[src/rtl/dmem_scan_ctrl.sv]
`default_nettype none
// ============================================================================
// Module      : dmem_scan_ctrl
// Description : Data-memory scan controller. A fill job writes an arithmetic
//               sequence to a window of memory. A dump job reads a window out
//               through a valid/ready stream. Address windows wrap modulo DEPTH.
// Revision    : 1.0 - initial release
// ============================================================================
module dmem_scan_ctrl #(
    parameter int DATA_WIDTH = 32,
    parameter int DEPTH      = 256,
    localparam int AW        = $clog2(DEPTH)
) (
    input  logic                  CLK,
    input  logic                  RST,
    input  logic                  START,
    input  logic                  MODE,
    input  logic [AW-1:0]         BASE,
    input  logic [AW:0]           COUNT,
    input  logic [DATA_WIDTH-1:0] FILL_DATA,
    input  logic [DATA_WIDTH-1:0] FILL_STEP,
    input  logic                  ABORT,
    output logic                  MEM_WE,
    output logic [DATA_WIDTH-1:0] MEM_A,
    output logic [DATA_WIDTH-1:0] MEM_WD,
    input  logic [DATA_WIDTH-1:0] MEM_RD,
    output logic                  OUT_VALID,
    input  logic                  OUT_READY,
    output logic [DATA_WIDTH-1:0] OUT_DATA,
    output logic [AW-1:0]         OUT_ADDR,
    output logic                  BUSY,
    output logic                  DONE,
    output logic                  ERR
);

    typedef enum logic [2:0] {
        S_IDLE   = 3'd0,
        S_FILL   = 3'd1,
        S_RDADDR = 3'd2,
        S_RDWAIT = 3'd3,
        S_FIN    = 3'd4
    } state_t;

    state_t                state_q;
    logic [AW-1:0]         addr_q;
    logic [DATA_WIDTH-1:0] data_q;
    logic [DATA_WIDTH-1:0] step_q;
    logic [AW:0]           rem_q;
    logic [DATA_WIDTH-1:0] out_data_q;
    logic [AW-1:0]         out_addr_q;
    logic [AW-1:0]         last_a_q;
    logic                  err_q;

    logic [AW-1:0]         mem_a_d;
    logic [AW-1:0]         addr_inc_d;
    logic                  count_ok_d;
    logic                  last_word_d;

    // Address/limit decode and output drive; MEM_A holds its last value outside active-address states
    always_comb begin
        mem_a_d = last_a_q;
        if (state_q == S_FILL || state_q == S_RDADDR) begin
            mem_a_d = addr_q;
        end
        addr_inc_d  = (addr_q == AW'(DEPTH - 1)) ? '0 : addr_q + 1'b1;
        count_ok_d  = (COUNT != '0) && (COUNT <= (AW+1)'(DEPTH));
        last_word_d = (rem_q == (AW+1)'(1));

        // Write strobe is gated by ABORT so an aborted cycle never writes
        MEM_WE    = (state_q == S_FILL) && !ABORT;
        MEM_WD    = (state_q == S_FILL) ? data_q : '0;
        MEM_A     = {{(DATA_WIDTH-AW){1'b0}}, mem_a_d};
        OUT_VALID = (state_q == S_RDWAIT);
        OUT_DATA  = out_data_q;
        OUT_ADDR  = out_addr_q;
        BUSY      = (state_q != S_IDLE);
        DONE      = (state_q == S_FIN);
        ERR       = err_q;
    end

    // Job FSM: accepts/rejects starts, sequences fill writes and dump handshakes
    always_ff @(posedge CLK) begin
        if (RST) begin
            state_q    <= S_IDLE;
            addr_q     <= '0;
            data_q     <= '0;
            step_q     <= '0;
            rem_q      <= '0;
            out_data_q <= '0;
            out_addr_q <= '0;
            last_a_q   <= '0;
            err_q      <= 1'b0;
        end else begin
            err_q    <= 1'b0;
            last_a_q <= mem_a_d;
            case (state_q)
                S_IDLE: begin
                    if (START) begin
                        if (count_ok_d) begin
                            addr_q  <= BASE;
                            data_q  <= FILL_DATA;
                            step_q  <= FILL_STEP;
                            rem_q   <= COUNT;
                            state_q <= MODE ? S_FILL : S_RDADDR;
                        end else begin
                            err_q   <= 1'b1;
                        end
                    end
                end
                S_FILL: begin
                    if (ABORT) begin
                        state_q <= S_IDLE;
                    end else begin
                        addr_q <= addr_inc_d;
                        data_q <= data_q + step_q;
                        rem_q  <= rem_q - 1'b1;
                        if (last_word_d) begin
                            state_q <= S_FIN;
                        end
                    end
                end
                S_RDADDR: begin
                    if (ABORT) begin
                        state_q <= S_IDLE;
                    end else begin
                        out_data_q <= MEM_RD;
                        out_addr_q <= addr_q;
                        state_q    <= S_RDWAIT;
                    end
                end
                S_RDWAIT: begin
                    // ABORT wins over a simultaneous OUT_READY: the word is dropped
                    if (ABORT) begin
                        state_q <= S_IDLE;
                    end else if (OUT_READY) begin
                        if (last_word_d) begin
                            state_q <= S_FIN;
                        end else begin
                            addr_q  <= addr_inc_d;
                            rem_q   <= rem_q - 1'b1;
                            state_q <= S_RDADDR;
                        end
                    end
                end
                S_FIN: begin
                    state_q <= S_IDLE;
                end
                default: begin
                    state_q <= S_IDLE;
                end
            endcase
        end
    end

endmodule
`default_nettype wire
[config.mk]
export PLATFORM = sky130hd
export DESIGN_NAME = dmem_scan_ctrl
export DESIGN_NICKNAME = d
export VERILOG_FILES = /design/src/rtl/dmem_scan_ctrl.sv
export SDC_FILE = /design/constraint.sdc
export NUM_CORES = 1
export LEC_CHECK = 0
export CAP_MARGIN = 5
export CORE_AREA = 3 3 130 132
export CTS_CLUSTER_DIAMETER = 30
export DETAILED_ROUTE_END_ITERATION = 10
export DIE_AREA = 0 0 133 135
export GPL_TIMING_DRIVEN = 0
export HOLD_SLACK_MARGIN = 0.03
export PLACE_DENSITY = 0.8
export SETUP_SLACK_MARGIN = 0.4
export SLEW_MARGIN = 20
export SYNTH_ARGS = -nofsm -noshare
export SYNTH_HDL_FRONTEND = slang
export SYNTH_SLANG_ARGS = --single-unit
[constraint.sdc]
create_clock -name CLK -period 3.4 [get_ports CLK]
set_input_delay 0.51 -clock CLK [delete_from_list [all_inputs] [get_ports CLK]]
set_output_delay 0.51 -clock CLK [all_outputs]
set_load 0.03 [all_outputs]
# Word level (Yosys, flattened, before mapping)
# Index checks and enable logic that the tools add are counted.
[op_classes]
n_addsub = 3
n_lt_le_gt_ge = 1
eq_ne = 14
muxes = 32
n_bitwise = 3
n_reduce_logical = 15
[op_table]
columns = ["operator", "n"]
rows = [
  ["2-to-1 mux 32 bit", 4],
  ["2-to-1 mux 8 bit", 8],
  ["case mux 32 bit (2 select lines)", 1],
  ["2-to-1 mux 9 bit", 6],
  ["adder 32 bit", 1],
  ["case mux 9 bit (3 select lines)", 1],
  ["case mux 8 bit (3 select lines)", 1],
  ["2-to-1 mux 3 bit", 7],
  ["case mux 3 bit (4 select lines)", 1],
  ["inequality test 2 bit, second input constant", 5],
  ["equality test 9 x 1 -> 1 bit, second input constant", 1],
  ["less-or-equal comparator 9 bit, second input constant", 1],
  ["nonzero test 9 bit", 1],
  ["subtractor 9 x 1 -> 9 bit, second input constant", 1],
  ["adder 8 x 1 -> 8 bit, second input constant", 1],
  ["equality test 8 bit, second input constant", 1],
  ["AND reduction 4 bit", 2],
  ["AND reduction 7 bit", 1],
  ["equality test 3 x 2 -> 1 bit, second input constant", 2],
  ["nonzero test 3 bit", 2],
  ["2-to-1 mux 2 bit", 2],
  ["equality test 3 x 1 -> 1 bit, second input constant", 1],
  ["equality test 3 bit, second input constant", 1],
  ["zero test 3 bit", 1],
  ["other kinds (12)", 15],
]
[totals]
register_bits = 133
input_bits = 119
output_inout_bits = 109
elab_cells = 77

# Depth between registers and ports, before layout
# Gate-level depths: netlist of run 1.
[logic_depth]
word_depth = 6
mapped_depth = 12
ltp_nobuf = 10

# Least setup slack after synthesis of run 1
# No wires, ideal clock.
[synth_path]
kind = "register -> register"
startpoint = "register data_q[18]"
endpoint = "register data_q[31]"
setup_time_ns = 0.070
arrival_ns = 2.478
t_required_ns = 3.330
path_slack_ns = 0.852
stages_incl_launch_ff = 10
path_buffers = 0
synth_period_minus_slack_ns = 2.548
cell_sequence = "dfxtp_1 ha_1 a211oi_2 o21bai_1 o311a_1 a32oi_1 o31ai_1 o41a_1 a2111o_1 a21oi_1"
[synth_between]
elab_chain_cells = 3
[synth_rtl]
columns = ["element", "line", "rtl"]
rows = [
  ["from (decl)", "46", "logic [DATA_WIDTH-1:0] data_q;"],
  ["from (signal assigned)", "115", "data_q <= data_q + step_q;"],
  ["adder 32 bit", "115", ""],
  ["2-to-1 mux 32 bit", "111", "if (ABORT) begin"],
  ["case mux 32 bit (2 select lines)", "96", "case (state_q)"],
]
# Every way passes these cells. The select of a mux whose other input is x is not followed.
# A chain may end at the register's enable or synchronous reset.

# Worst setup path in the final report of run 1
[layout_path]
startpoint = "register state_q[2]"
endpoint = "output MEM_WD[31]"
[layout_between]
elab_chain_cells = 2
[layout_rtl]
columns = ["element", "line", "rtl"]
rows = [
  ["from (decl)", "44", "state_t state_q;"],
  ["from (signal assigned)", "104", "state_q <= MODE ? S_FILL : S_RDADDR;"],
  ["equality test 3 x 1 -> 1 bit", "71", "MEM_WD = (state_q == S_FILL) ? data_q : '0;"],
  ["2-to-1 mux 32 bit", "71", ""],
  ["to (decl)", "25", "output logic [DATA_WIDTH-1:0] MEM_WD,"],
]
# Every way passes these cells.

==> results of run 1 <==
[Yosys cell counts, drive strengths merged (7+ instances only)]
master,count
and3,7
dfxtp,133
a21oi,140
inv,15
a311oi,12
nand2b,8
xor2,13
nand3,10
nor3,20
a211oi,19
xnor2,9
o21ai,51
clkbuf,61
mux2,8
a21o,9
buf,27
nor2,72
ha,34
a22oi,9
nand2,224
and2,46
[layer usage]
metal	up-vias	GRT usage (%)
li1	3968	-
met1	3721	35.1
met2	394	44.0
met3	58	5.89
met4	0	11.2
met5	-	0
[through the flow]
stage | area (µm²) | utilization (%) | instances
floorplan | 7600 | - | 1032
global placement | 9890 | 62.5 | 1450
detailed placement | 9890 | 62.5 | 1450
CTS | 10500 | 66.4 | 1482
global route | 10400 | 66.0 | 1485
finish | 10400 | 66.0 | 1485
[layout by cell type (no fill, tap or decap), types with 9 or more instances in the layout]
cell and n:
nor2_1 70, buf_2 31, conb_1 24, clkbuf_16 17, xor2_1 13, ha_1 34, and2_1 46, inv_1 14
clkdlybuf4s50_1 161, nor3_1 20, dfxtp_1 133, a211oi_1 17, o21ai_0 43, a21oi_1 139, xnor2_1 9, a21o_1 9
buf_4 29, nand2_1 221, nand3_1 10, clkbuf_1 48, a311oi_1 12
[cell type report]
class	count	share of cell area, %
Inverter	15	0.563
Clock inverter	14	1.34
Tap cell	216	2.59
Clock buffer	18	4.11
Timing Repair Buffer	205	18.4
Multi-Input combinational cell	796	43.0
Buffer	88	4.49
Sequential cell	133	25.5
[power by group through the flow]
stage | sequential, mW | clock (mW) | combinational, mW
after floorplan | 1.75 | 0 | 0.556
after global placement | 1.75 | 0 | 0.894
after detailed placement | 1.75 | 0 | 0.910
after CTS | 1.72 | 1.82 | 0.926
after global routing | 1.73 | 1.89 | 1.03
final | 1.72 | 1.81 | 0.942
[timing repair]
action	in CTS	in global routing
setup buffers	0	3
resized for setup	141	65
pin swaps	0	1
endpoints found under the setup margin	61	73
[flip-flops by register name, indices dropped and copies added, names as in the netlist]
register / cells
step_q: 32
OUT_ADDR: 8
data_q: 32
rem_q: 9
addr_q: 8
last_a_q: 8
OUT_DATA: 32
ERR: 1
state_q: 3
[tightest hold or removal path, stage by stage, from the launching register on]
cell and delay (ns):
dfxtp_1 0.31, nand2_1 0.05, a21oi_1 0.05
[cells by family (layout without fill, tap and decap cells)]
family	Yosys count	in the layout
xor gates and xnor gates	22	22
AOI/OAI and AO/OA	290	290
other	1	24
adders and majority gates	35	35
DFF	133	133
muxes	13	13
buffers and inverters	103	340
and+or+nand+nor	412	412
[worst max path at each step]
stage | cells past startpoint | slack, ns | endpoint
2_1_floorplan | 9 | 0.85 | data_q[31]$_SDFFE_PP0P_
3_3_place_gp | 9 | -0.50 | MEM_WD[28]
3_5_place_dp | 9 | -0.57 | MEM_WD[29]
4_1_cts | 9 | 0.34 | MEM_WD[28]
5_1_grt | 9 | 0.40 | data_q[31]$_SDFFE_PP0P_
6_report | 8 | 0.47 | MEM_WD[31]
==> flow_summary.json, run 1 <==
{
  "crit_path_frequent_cell": "clkbuf_2",
  "clockPowerShare_pct": 40.5,
  "clock_path_buffers": 2,
  "grt_usage_pct": 27.1,
  "setup_ws_ns": 0.466,
  "peakVddDrop_mv": 0.388,
  "synth_top_area_share_pct": 35.4,
  "crit_arrival_ns": 2.42,
  "routed-wl-met3_mm": 2.22,
  "r2r_cells": 10,
  "hold_viol": 0,
  "antenna_found_initial": 0,
  "die_h_um": 135,
  "numCtsBuffers": 17,
  "layout.nets": 1410,
  "critPathTopFamily": "buffers and inverters",
  "cp-start-kind": "flip-flop",
  "ys_warn_count": 0,
  "io_pins": 228,
  "grt_pass1_vias": 7825,
  "synth_area_leaders": "dfxtp_1 35%, nand2_1 11%, a21oi_1 9.3%",
  "hold_end": "OUT_DATA[15]$_SDFFE_PP0P_",
  "multi_input_area_um2": 4490,
  "synthArstFlopShare_pct": 0,
  "place_congestion": 0.956,
  "worst_pin_slew_ns": 1.07,
  "routed_wl_mm": 24.9,
  "vias": 8141,
  "antenna_left": 0,
  "max-slew-margin-rel_pct": 28.3,
  "first_iter_violations": 690,
  "combinationalPowerShare_pct": 21.1,
  "finalSetupTns_ns": 0,
  "dpl.hpwl_mm": 18.3,
  "setup-violations-final": 0,
  "drv_cap": 0,
  "viasPerCell": 5.48,
  "crit_fanout": 10,
  "netlist_instances": 1009,
  "rrSetupSlack_ns": 0.54,
  "max_stage_delay_ns": 0.31,
  "p_switching_mw": 1.40,
  "rsz0062_at_grt": "no",
  "status": "finished clean",
  "holdCritPathClass": "reg -> reg",
  "clkLatencyLatePin_ns": 0.43,
  "grt_pass1_wl_mm": 39.7,
  "drc_errors": 0,
  "root_buffer": "clkbuf_16",
  "netlist_area_um2": 7510,
  "coreArea_um2": 15800,
  "ys_ff_latch": 133,
  "synthDistinctLibCells": 65,
  "avgSynthCellArea_um2": 7.45,
  "synth_mux_area_share_pct": 1.87,
  "gr-total-overflow": 0,
  "highest_layer": "met4",
  "pre_cts_slack_ns": -0.571,
  "total_power_mw": 4.47,
  "ctsHoldBuffers": 0,
  "path_clk_slew_ns": 0.06,
  "synth_edf_count": 0,
  "synth-seq-area-share_pct": 35.4,
  "rows": 46,
  "dr.pass1.iters": 5,
  "synth_compound_area_share_pct": 23.6,
  "synth_fa_ha_area_share_pct": 5.93,
  "synth_top_area_cell": "dfxtp_1",
  "end_kind": "output port",
  "intPower_mw": 3.07,
  "synth_top_family_by_area": "simple AND/OR/NAND/NOR gates",
  "htreeDepth": 4,
  "area_growth_pct": 39.0,
  "fmax_ghz": 0.341,
  "worst_hold_slack_ns": 0.453,
  "layout_min_cycle_time_ns": 2.93,
  "wl_met1_mm": 10.4,
  "min-delay-start": "OUT_DATA[15]$_SDFFE_PP0P_",
  "p_seq_share_pct": 38.5,
  "antenna_cells": 0,
  "synthSimpleGateAreaFrac_pct": 24.2,
  "crit_type": "reg -> out",
  "met2_wirelength_mm": 11.5,
  "reg2reg_to": "data_q[30]$_SDFFE_PP0P_",
  "synthFlopType": "dfxtp_1",
  "drive_gt1_share_pct": 10.2,
  "startpoint": "state_q[2]$_SDFFE_PP0P_",
  "cts_tree": "yes",
  "worst-path-buf-inv": 5,
  "hold-path-cell-count": 2,
  "die_x_um": 133,
  "crit_chain": "clkbuf_2, nand2b_1, clkbuf_4, nor2_4, clkbuf_8, clkbuf_2, and2_1, clkdlybuf4s15_2",
  "skew_ns": 0.00841,
  "synth_xor_area_share_pct": 2.56,
  "final.period_utilization_pct": 86.3,
  "drt-wirelength-per-cell_um": 16.8,
  "grt_max_degree": 17,
  "cts_sinks": 133,
  "fillCellCount": 1385,
  "die-area_um2": 18000,
  "p_sw_share_pct": 31.3,
  "drv_slew": 0,
  "regToRegStartpoint": "data_q[0]$_SDFFE_PP0P_",
  "ff_latch_area_um2": 2660,
  "power.density_nw_per_um2": 428,
  "start_util_pct": 47.5,
  "required_ns": 2.89,
  "p_leak_nw": 4.29,
  "port_buffers": 202,
  "crit_slowest_cell": "clkdlybuf4s15_2"
}
(Power assumes the default switching activity.)
==> run 2, diff against run 1 <==
- TNS_END_PERCENT: unset -> 1
==> run 2 against run 1 <==
  * Final area is 0.83% higher
  * Wire length increased by 0.18%
  * First-iteration DRC count decreased by 4.5%
  * Global-route usage about the same
  * Clock-buffer cell count did not move
  * Die area unchanged
  * Worst hold slack hardly changed
  * Utilization is 0.55 points higher
  * Sequential share of layout area shrank 0.21 points
  * Sequential power about the same
  * Critical endpoint unchanged
  * Largest cell class unchanged
  * Highest routed layer unchanged
==> flow_summary.json, run 2 (same netlist as run 1, synthesis figures left out) <==
{
  "mostFrequentLayoutCell": "nand2_1",
  "path_clk_slew_ns": 0.06,
  "antenna_cells": 0,
  "io_pins": 228,
  "fin_util_pct": 66.5,
  "post-cts-setup-buffer-count": 0,
  "startpoint": "state_q[2]$_SDFFE_PP0P_",
  "required_ns": 2.89,
  "status": "finished clean",
  "grt_usage_pct": 27.1,
  "clkLatencyLatePin_ns": 0.44,
  "holdCritPathClass": "reg -> reg",
  "numCtsBuffers": 17,
  "peakVddDrop_mv": 0.388,
  "ctsHoldBuffers": 0,
  "grt_max_degree": 17,
  "drt-wirelength-per-cell_um": 16.8,
  "antenna_left": 0,
  "crit_arrival_ns": 2.62,
  "die_x_um": 133,
  "first_iter_violations": 659,
  "grt_pass1_wl_mm": 39.7,
  "coreArea_um2": 15800,
  "rows": 46,
  "root_buffer": "clkbuf_16",
  "area_growth_pct": 40.2,
  "vias": 8138,
  "worst_hold_slack_ns": 0.452,
  "end_kind": "output port",
  "fmax_ghz": 0.320,
  "crit_fanout": 10,
  "dpl.hpwl_mm": 18.3,
  "routed_wl_mm": 24.9,
  "die_h_um": 135,
  "drive_gt1_share_pct": 9.48,
  "start_util_pct": 47.5,
  "drc_errors": 0,
  "cp-start-kind": "flip-flop",
  "hold_viol": 0,
  "viasPerCell": 5.49,
  "worst_pin_slew_ns": 1.10,
  "htreeDepth": 4,
  "layout.nets": 1407,
  "rsz0062_at_grt": "yes",
  "max-slew-margin-rel_pct": 26.2,
  "setup-violations-final": 0,
  "final_cell_mix": "223 x nand2_1, 169 x clkdlybuf4s50_1, 139 x a21oi_1",
  "die-area_um2": 18000,
  "drv_slew": 0,
  "grt_pass1_vias": 7861,
  "drv_cap": 0,
  "min-delay-start": "OUT_DATA[15]$_SDFFE_PP0P_",
  "place_area_um2": 9890,
  "clock_path_buffers": 2,
  "port_buffers": 202,
  "regToRegStartpoint": "data_q[9]$_SDFFE_PP0P_",
  "cts_sinks": 133,
  "postLayoutCellArea_um2": 10500,
  "antenna_found_initial": 0,
  "crit_type": "reg -> out",
  "skew_ns": 0.0105,
  "finalSetupTns_ns": 0,
  "place_congestion": 0.956,
  "dr.pass1.iters": 7,
  "final.period_utilization_pct": 91.9,
  "cts_tree": "yes",
  "power.density_nw_per_um2": 426,
  "layout_min_cycle_time_ns": 3.13,
  "gr-total-overflow": 0,
  "p_leak_nw": 4.11,
  "rrSetupSlack_ns": 0.46
}
==> run 2: area by class of cell <==
| class | count | area (µm²) |
|---|---|---|
| multi-input combinational | 796 | 4480 |
| buffer | 88 | 462 |
| timing repair buffer | 202 | 2030 |
| tap | 216 | 270 |
| fill | 1376 | 5300 |
| inverter | 15 | 58.8 |
| sequential | 133 | 2660 |
| clock buffer | 18 | 429 |
| clock inverter | 14 | 140 |
==> run 2: path summary, 6_finish.rpt <==
kind,end,cells past startpoint
min,OUT_DATA[15]$_SDFFE_PP0P_,2
min reg2reg,OUT_DATA[15]$_SDFFE_PP0P_,2
max,MEM_WD[31],8
max reg2reg,data_q[31]$_SDFFE_PP0P_,10
==> run 2: critical path, cell delays in order (launching register included) <==
cell           delay [ns]
dfxtp_1              0.30
clkbuf_1             0.20
nand2b_1             0.20
clkbuf_2             0.20
nor2_4               0.16
clkbuf_8             0.21
clkbuf_2             0.29
and2_1               0.21
dlygate4sd2_1        0.41
==> run 2: power by group <==
group	switching [mW]	internal, mW
combinational	0.542	0.398
sequential	0.0746	1.65
clock	0.795	1.03
==> run 2: metrics by stage <==
| stage | power [mW] | cells | setup slack, ns |
|---|---|---|---|
| floorplan | 2.31 | 1032 | 0.852 |
| global placement | 2.64 | 1450 | -0.504 |
| detailed placement | 2.66 | 1450 | -0.571 |
| CTS | 4.47 | 1482 | 0.275 |
| global route | 4.65 | 1482 | 0.218 |
| finish | 4.48 | 1482 | 0.274 |
==> run 2: what timing repair did <==
action	4_1_cts	5_1_grt
hold endpoints to repair	0	0
gates resized for setup	111	18
endpoints found under the setup margin	61	78
==> run 2: routing by layer <==
| layer | part of all wire (%) | GRT usage (%) | up-vias |
|---|---|---|---|
| met5 | 0 | 0 | - |
| met1 | 42 | 35.0 | 3722 |
| met4 | 3.1 | 11.4 | 0 |
| li1 | - | - | 3953 |
| met2 | 46 | 43.9 | 400 |
| met3 | 8.6 | 5.96 | 63 |
